### config.mk
export PLATFORM = sky130hd
export DESIGN_NAME = alu_seq_flat
export DESIGN_NICKNAME = d
export VERILOG_FILES = /design/src/rtl/alu_pkg.sv /design/src/rtl/alu_seq_if.sv /design/src/rtl/alu_mul_iter.sv /design/src/rtl/alu_seq.sv /design/src/flat_wrapper.sv
export SDC_FILE = /design/constraint.sdc
export NUM_CORES = 1
export LEC_CHECK = 0
export BUFFER_PORTS_ARGS = -buffer_cell sky130_fd_sc_hd__buf_2
export CORE_ASPECT_RATIO = 2
export CORE_UTILIZATION = 50
export CTS_CLUSTER_DIAMETER = 30
export DETAILED_ROUTE_END_ITERATION = 8
export PLACE_DENSITY = 0.66
export RECOVER_POWER = 25
export SKIP_LAST_GASP = 1
export SYNTH_ARGS = -nofsm -noshare
export SYNTH_HDL_FRONTEND = slang
export SYNTH_HIERARCHICAL = 1
export SYNTH_SLANG_ARGS = --single-unit
### constraint.sdc
create_clock -name clk -period 4.2 [get_ports clk]
set_clock_uncertainty 0.15 [all_clocks]
set_input_delay 0.84 -clock clk [delete_from_list [all_inputs] [get_ports clk]]
set_output_delay 0.84 -clock clk [all_outputs]
set_load 0.02 [all_outputs]
### src/rtl/alu_pkg.sv
// Shared op codes and FSM state encoding for the sequential ALU.
package alu_pkg;

  localparam logic [3:0] ALU_ADD  = 4'h0;
  localparam logic [3:0] ALU_SUB  = 4'h1;
  localparam logic [3:0] ALU_AND  = 4'h2;
  localparam logic [3:0] ALU_OR   = 4'h3;
  localparam logic [3:0] ALU_XOR  = 4'h4;
  localparam logic [3:0] ALU_MUL  = 4'h5;
  localparam logic [3:0] ALU_SLT  = 4'h6;
  localparam logic [3:0] ALU_BZ   = 4'h7;
  localparam logic [3:0] ALU_SLTS = 4'h8;
  localparam logic [3:0] ALU_SHL  = 4'h9;
  localparam logic [3:0] ALU_SHR  = 4'hA;
  localparam logic [3:0] ALU_SRA  = 4'hB;

  typedef enum logic [1:0] {
    ST_IDLE = 2'd0,
    ST_BUSY = 2'd1,
    ST_DONE = 2'd2
  } alu_state_e;

endpackage

### src/rtl/alu_seq_if.sv
// Operation/result handshake bundle between decode, the ALU and writeback.
interface alu_seq_if #(parameter int WIDTH = 8);

  logic             in_valid;
  logic             in_ready;
  logic [3:0]       op;
  logic [WIDTH-1:0] a;
  logic [WIDTH-1:0] b;
  logic             out_valid;
  logic             out_ready;
  logic [WIDTH-1:0] ans;
  logic             zero;
  logic             carry;
  logic             ovf;
  logic             neg;
  logic             err;

  modport master (
    output in_valid, op, a, b, out_ready,
    input  in_ready, out_valid, ans, zero, carry, ovf, neg, err
  );

  modport slave (
    input  in_valid, op, a, b, out_ready,
    output in_ready, out_valid, ans, zero, carry, ovf, neg, err
  );

endinterface

### src/rtl/alu_mul_iter.sv
// Iterative unsigned shift-add multiplier: one partial-product step per clock.
// The first step is folded into the start edge so the full product is ready
// WIDTH-1 edges later, with done high for exactly one cycle.
module alu_mul_iter #(
  parameter int WIDTH = 8
) (
  input  logic               clk,
  input  logic               rst_n,
  input  logic               start,
  input  logic [WIDTH-1:0]   mcand,
  input  logic [WIDTH-1:0]   mplier,
  output logic               done,
  output logic [2*WIDTH-1:0] product
);

  localparam int CNT_W = $clog2(WIDTH);

  logic [WIDTH-1:0]   mcand_q;
  logic [2*WIDTH-1:0] prod_q;
  logic [CNT_W-1:0]   cnt_q;
  logic               busy_q;

  // {high, low} accumulator: conditionally add multiplicand to high half, shift right.
  function automatic logic [2*WIDTH-1:0] step(input logic [2*WIDTH-1:0] p,
                                              input logic [WIDTH-1:0]   m);
    logic [WIDTH:0] s;
    s = {1'b0, p[2*WIDTH-1:WIDTH]} + (p[0] ? {1'b0, m} : {(WIDTH+1){1'b0}});
    return {s, p[WIDTH-1:1]};
  endfunction

  // Load operands with first step applied, then count remaining steps down.
  always_ff @(posedge clk) begin
    if (!rst_n) begin
      mcand_q <= '0;
      prod_q  <= '0;
      cnt_q   <= '0;
      busy_q  <= 1'b0;
    end else if (start) begin
      mcand_q <= mcand;
      prod_q  <= step({{WIDTH{1'b0}}, mplier}, mcand);
      cnt_q   <= CNT_W'(WIDTH - 1);
      busy_q  <= 1'b1;
    end else if (busy_q) begin
      if (cnt_q != '0) begin
        prod_q <= step(prod_q, mcand_q);
        cnt_q  <= cnt_q - 1'b1;
      end else begin
        busy_q <= 1'b0;
      end
    end
  end

  assign done    = busy_q && (cnt_q == '0);
  assign product = prod_q;

endmodule

### src/rtl/alu_seq.sv
// Registered ALU with valid/ready on both sides; MUL runs iteratively.
//
//  state   | meaning
//  --------+-----------------------------------------------------------
//  IDLE    | no result pending, ready for a new op
//  BUSY    | multiplier stepping, input side stalled
//  DONE    | result on ans/flags, held until out_ready
//
// SHAMT_W must equal $clog2(WIDTH); the shift amount is the low SHAMT_W bits of b.
module alu_seq
  import alu_pkg::*;
#(
  parameter int WIDTH   = 8,
  parameter int SHAMT_W = 3
) (
  input logic      clk,
  input logic      rst_n,
  alu_seq_if.slave bus
);

  alu_state_e state, state_nxt;

  logic               accept;
  logic               is_mul;
  logic               mul_start;
  logic               mul_done;
  logic [2*WIDTH-1:0] mul_prod;

  logic [WIDTH:0]     sum;
  logic [WIDTH:0]     diff;
  logic [SHAMT_W-1:0] shamt;
  logic [WIDTH-1:0]   res;
  logic               res_carry;
  logic               res_ovf;
  logic               res_err;

  logic [WIDTH-1:0]   ans_q;
  logic               zero_q;
  logic               carry_q;
  logic               ovf_q;
  logic               neg_q;
  logic               err_q;

  assign bus.in_ready  = (state == ST_IDLE) || (state == ST_DONE && bus.out_ready);
  assign bus.out_valid = (state == ST_DONE);
  assign accept        = bus.in_valid && bus.in_ready;
  assign is_mul        = (bus.op == ALU_MUL);
  assign mul_start     = accept && is_mul;

  alu_mul_iter #(.WIDTH(WIDTH)) u_mul (
    .clk     (clk),
    .rst_n   (rst_n),
    .start   (mul_start),
    .mcand   (bus.a),
    .mplier  (bus.b),
    .done    (mul_done),
    .product (mul_prod)
  );

  // State register.
  always_ff @(posedge clk) begin
    if (!rst_n) state <= ST_IDLE;
    else        state <= state_nxt;
  end

  // Next-state: a new op may start from IDLE or straight out of DONE.
  always_comb begin
    state_nxt = state;
    case (state)
      ST_IDLE: if (accept) state_nxt = is_mul ? ST_BUSY : ST_DONE;
      ST_BUSY: if (mul_done) state_nxt = ST_DONE;
      ST_DONE: begin
        if (bus.out_ready) begin
          if (accept) state_nxt = is_mul ? ST_BUSY : ST_DONE;
          else        state_nxt = ST_IDLE;
        end
      end
      default: state_nxt = ST_IDLE;
    endcase
  end

  assign sum   = {1'b0, bus.a} + {1'b0, bus.b};
  assign diff  = {1'b0, bus.a} - {1'b0, bus.b};
  assign shamt = bus.b[SHAMT_W-1:0];

  // Single-cycle op datapath; MUL result comes from the iterative unit instead.
  always_comb begin
    res       = '0;
    res_carry = 1'b0;
    res_ovf   = 1'b0;
    res_err   = 1'b0;
    case (bus.op)
      ALU_ADD: begin
        res       = sum[WIDTH-1:0];
        res_carry = sum[WIDTH];
        res_ovf   = (bus.a[WIDTH-1] == bus.b[WIDTH-1]) && (sum[WIDTH-1] != bus.a[WIDTH-1]);
      end
      ALU_SUB: begin
        res       = diff[WIDTH-1:0];
        res_carry = diff[WIDTH];
        res_ovf   = (bus.a[WIDTH-1] != bus.b[WIDTH-1]) && (diff[WIDTH-1] != bus.a[WIDTH-1]);
      end
      ALU_AND:  res = bus.a & bus.b;
      ALU_OR:   res = bus.a | bus.b;
      ALU_XOR:  res = bus.a ^ bus.b;
      ALU_MUL:  res = '0;
      ALU_SLT:  res = {{(WIDTH-1){1'b0}}, bus.a < bus.b};
      ALU_BZ:   res = {{(WIDTH-1){1'b0}}, bus.a == '0};
      ALU_SLTS: res = {{(WIDTH-1){1'b0}}, $signed(bus.a) < $signed(bus.b)};
      ALU_SHL:  res = bus.a << shamt;
      ALU_SHR:  res = bus.a >> shamt;
      ALU_SRA:  res = $signed(bus.a) >>> shamt;
      default:  res_err = 1'b1;
    endcase
  end

  // Result/flag registers: load on single-cycle accept or multiplier completion, else hold.
  always_ff @(posedge clk) begin
    if (!rst_n) begin
      ans_q   <= '0;
      zero_q  <= 1'b1;
      carry_q <= 1'b0;
      ovf_q   <= 1'b0;
      neg_q   <= 1'b0;
      err_q   <= 1'b0;
    end else if (accept && !is_mul) begin
      ans_q   <= res;
      zero_q  <= (res == '0);
      carry_q <= res_carry;
      ovf_q   <= res_ovf;
      neg_q   <= res[WIDTH-1];
      err_q   <= res_err;
    end else if (mul_done) begin
      ans_q   <= mul_prod[WIDTH-1:0];
      zero_q  <= (mul_prod[WIDTH-1:0] == '0);
      carry_q <= |mul_prod[2*WIDTH-1:WIDTH];
      ovf_q   <= 1'b0;
      neg_q   <= mul_prod[WIDTH-1];
      err_q   <= 1'b0;
    end
  end

  assign bus.ans   = ans_q;
  assign bus.zero  = zero_q;
  assign bus.carry = carry_q;
  assign bus.ovf   = ovf_q;
  assign bus.neg   = neg_q;
  assign bus.err   = err_q;

endmodule

### src/flat_wrapper.sv
// flat-port wrapper written by rule: the top's interface ports become plain ports
module alu_seq_flat import alu_pkg::*;
#(
  parameter int WIDTH   = 8,
  parameter int SHAMT_W = 3
)
  (clk, rst_n, bus_in_valid, bus_op, bus_a, bus_b, bus_out_ready, bus_in_ready, bus_out_valid, bus_ans, bus_zero, bus_carry, bus_ovf, bus_neg, bus_err);
  alu_seq_if #(.WIDTH(WIDTH)) bus_i ();
  input logic clk;
  input logic rst_n;
  input wire logic [$bits(bus_i.in_valid)-1:0] bus_in_valid;
  input wire logic [$bits(bus_i.op)-1:0] bus_op;
  input wire logic [$bits(bus_i.a)-1:0] bus_a;
  input wire logic [$bits(bus_i.b)-1:0] bus_b;
  input wire logic [$bits(bus_i.out_ready)-1:0] bus_out_ready;
  output wire logic [$bits(bus_i.in_ready)-1:0] bus_in_ready;
  output wire logic [$bits(bus_i.out_valid)-1:0] bus_out_valid;
  output wire logic [$bits(bus_i.ans)-1:0] bus_ans;
  output wire logic [$bits(bus_i.zero)-1:0] bus_zero;
  output wire logic [$bits(bus_i.carry)-1:0] bus_carry;
  output wire logic [$bits(bus_i.ovf)-1:0] bus_ovf;
  output wire logic [$bits(bus_i.neg)-1:0] bus_neg;
  output wire logic [$bits(bus_i.err)-1:0] bus_err;
  assign bus_i.in_valid = bus_in_valid;
  assign bus_i.op = bus_op;
  assign bus_i.a = bus_a;
  assign bus_i.b = bus_b;
  assign bus_i.out_ready = bus_out_ready;
  assign bus_in_ready = bus_i.in_ready;
  assign bus_out_valid = bus_i.out_valid;
  assign bus_ans = bus_i.ans;
  assign bus_zero = bus_i.zero;
  assign bus_carry = bus_i.carry;
  assign bus_ovf = bus_i.ovf;
  assign bus_neg = bus_i.neg;
  assign bus_err = bus_i.err;
  alu_seq #(.WIDTH(WIDTH), .SHAMT_W(SHAMT_W)) u_core (.clk(clk), .rst_n(rst_n), .bus(bus_i));
endmodule
==> flow_summary.yaml <==
outcome:
  status: "complete, no violations"
grt:
  grt_use_total_pct: 32.5
  antenna_found_initial: 0
  grt_remaining_overflow: 0
  grt_max_degree: 31
  grt_pass1_vias: 4279
  grt_pass1_wl_um: 21900
flow_run:
  max_cap_viol_count: 0
route:
  vias: 4455
  routed_wl_um: 14300
  first_pass_iters: 5
  wl_per_cell_um: 21.2
  vias_per_cell: 6.60
  drt_iter0_markers: 294
  ant_nets: 0
  drc: 0
timing:
  setup_violations: 0
  period_needed_ps: 3360
  setup_tns_ps: 0
  hold_viol: 0
  worstMarginPinSlew_ps: 875
  maxSlewHeadroom_pct: 41.6
  fmaxAchievable_mhz: 297
  period_share_pct: 80.1
  rsz0062_at_grt: "no"
  worst_slack_ps: 835
  drv_slew: 0
yosys:
  yosys_warnings: 6
  yosys-top-cells-count: "nor2_1, nand2_1, a21oi_1"
  synth_area_um2: 4340
  synth_top_area_share_pct: 19.4
  synth_cell_type_count: 71
  synthArstFlopShare_pct: 0
  netlist_instances: 567
  yosysTopAreaCell: "dfxtp_1"
  synth_seq_cells: 42
  synth_nets: 629
  synthFlopType: "dfxtp_1"
  synth-seq-area-share_pct: 19.4
  syn_avg_cell_area_um2: 7.66
  synth-edff-count: 0
  synth_area_leaders: "dfxtp_1, ha_1, mux4_2"
  synth_most_common_cell: "nor2_1"
clock_network:
  cts.path.max_buffers: 2
  cts.repair.resized: 0
  clock_latency_ps: 290
  numCtsBuffers: 5
  cts.sinks: 42
  tritoncts: "done"
  clk_pin_slew_ps: 60
  cts-hold-fix-buffers: 0
  clock-root-buffer: "clkbuf_16"
  htreeDepth: 2
  postCtsSetupBuffers: 0
critical_path:
  worst_path_max_delay_cell: "fa_1"
  critical_path_required_ps: 4280
  end_kind: "register"
  critical_path.max_fanout: 23
  r2r_setup_slack_ps: 1620
  path_cells: "buf_2 > inv_1 > fa_1 > a221oi_1 > a21boi_2 > a2111oi_1 > and2_0 > and4b_1 > a41o_1"
  crit_arrival_ps: 3450
  critical_path_class: "input port to register"
  start_kind: "input port"
  cp_slowest_stage_delay_ps: 500
finish:
  diodes: 0
  multi_input_area_um2: 3170
  num-nets-final: 638
  n_fill_cell: 869
  drive_above_1_share_pct: 11.3
  sequential_cell_area_um2: 841
  syn_to_final_growth_pct: 7.20
die:
  io_pins: 39
  die_area_um2: 9090
  rows: 47
  die-width_um: 67.9
  fp.dieH_um: 134
  initial_core_util_pct: 52.0
  core_area_um2: 8350
placed_design:
  dp_hpwl_um: 10800
  port_buffers: 38
  pre_cts_ws_ps: 559
  place_congestion: 0.986
power_and_ir_drop:
  power_frac_clock_pct: 33.2
  combPwrFrac_pct: 29.5
  switchingPower_uw: 382
  pwr-share-seq_pct: 37.3
  p_int_uw: 752
  netSwitchingFraction_pct: 33.7
  peakVddDrop_mv: 0.154
  p_leak_uw: 0.00177
  power_density_nw_per_um2: 244
hold_path:
  hp-class: "register to register"
-- cell families (layout without fill, tap and decap cells) --
| kind of cell | Yosys count | in the layout | synth area share [%] |
|---|---|---|---|
| AO/OA/AOI/OAI | 172 | 172 | 27.2 |
| XOR/XNOR | 4 | 4 | 0.807 |
| adder cells (fa/ha/maj) | 38 | 38 | 11.5 |
| buffers and inverters | 79 | 89 | 7.78 |
| flip-flops | 42 | 42 | 19.4 |
| multiplexers | 27 | 27 | 9.28 |
| AND/OR/NAND/NOR | 205 | 205 | 24.1 |
-- area by class of cell --
type                       count  area share, %
multi-input combinational    446           68.0
clock buffer                   5           2.69
inverter                      34           2.74
tap                           98           2.63
timing repair buffer          47           5.43
clock inverter                 3          0.457
sequential                    42           18.1
-- worst paths after layout --
check                                              from                  endpoint  cells past startpoint
worst min-delay path            u_core/u_mul/mcand_q[3]   u_core/u_mul/mcand_q[3]                      2
worst max register to register  u_core/u_mul/product[0]  u_core/u_mul/product[14]                      8
worst max-delay path                           bus_b[1]           u_core/bus.zero                      9
worst min register to register  u_core/u_mul/mcand_q[3]   u_core/u_mul/mcand_q[3]                      2
-- critical path: cells and delay by family --
family | cells | cell delay [ps]
adder cells (fa/ha/maj) | 1 | 500
buffers and inverters | 2 | 610
AO/OA/AOI/OAI | 4 | 1080
AND/OR/NAND/NOR | 2 | 420
-- state kept, by name, summed over array words and instances (netlist names) --
signal	flops
u_core/bus.ans	8
u_core/bus.carry	1
u_core/bus.err	1
u_core/bus.ovf	1
u_core/bus.zero	1
u_core/state	2
u_core/u_mul/busy_q	1
u_core/u_mul/cnt_q	3
u_core/u_mul/mcand_q	8
u_core/u_mul/product	16
-- power groups by stage --
| stage | combinational (µW) | clock, µW | sequential (µW) |
|---|---|---|---|
| after floorplan | 220 | 0 | 440 |
| after global placement | 328 | 0 | 430 |
| after detailed placement | 330 | 0 | 431 |
| after CTS | 332 | 384 | 422 |
| after global routing | 360 | 405 | 423 |
| final | 335 | 377 | 423 |
-- stage by stage --
stage / cell area (µm²) / hold slack (ps) / total power (µW) / utilization [%] / instances
after floorplan: 4340 / 302 / 660 / - / 567
after global placement: 4530 / 316 / 758 / 54.2 / 667
after detailed placement: 4530 / 325 / 761 / 54.2 / 667
after CTS: 4670 / 343 / 1140 / 56.0 / 675
after global routing: 4660 / 374 / 1190 / 55.8 / 675
final: 4660 / 343 / 1130 / 55.8 / 675
-- routing by layer --
| metal | global-route usage (%) | vias up | wire, µm |
|---|---|---|---|
| li1 | - | 2091 | - |
| met1 | 33.4 | 2126 | 5060 |
| met2 | 58.7 | 178 | 7670 |
| met3 | 2.21 | 60 | 574 |
| met4 | 22.5 | 0 | 1040 |
| met5 | 0 | - | 0 |
-- cells in the final DEF (no fill, tap or decap), types with 18 or more instances in the layout --
| cell | n |
|---|---|
| ha_1 | 35 |
| buf_2 | 24 |
| o21ai_0 | 22 |
| a211oi_1 | 24 |
| nand2_1 | 49 |
| nor2b_1 | 18 |
| nand3_1 | 18 |
| a21oi_1 | 43 |
| inv_1 | 34 |
| dfxtp_1 | 42 |
| nor2_1 | 53 |
(Power assumes the default switching activity.)
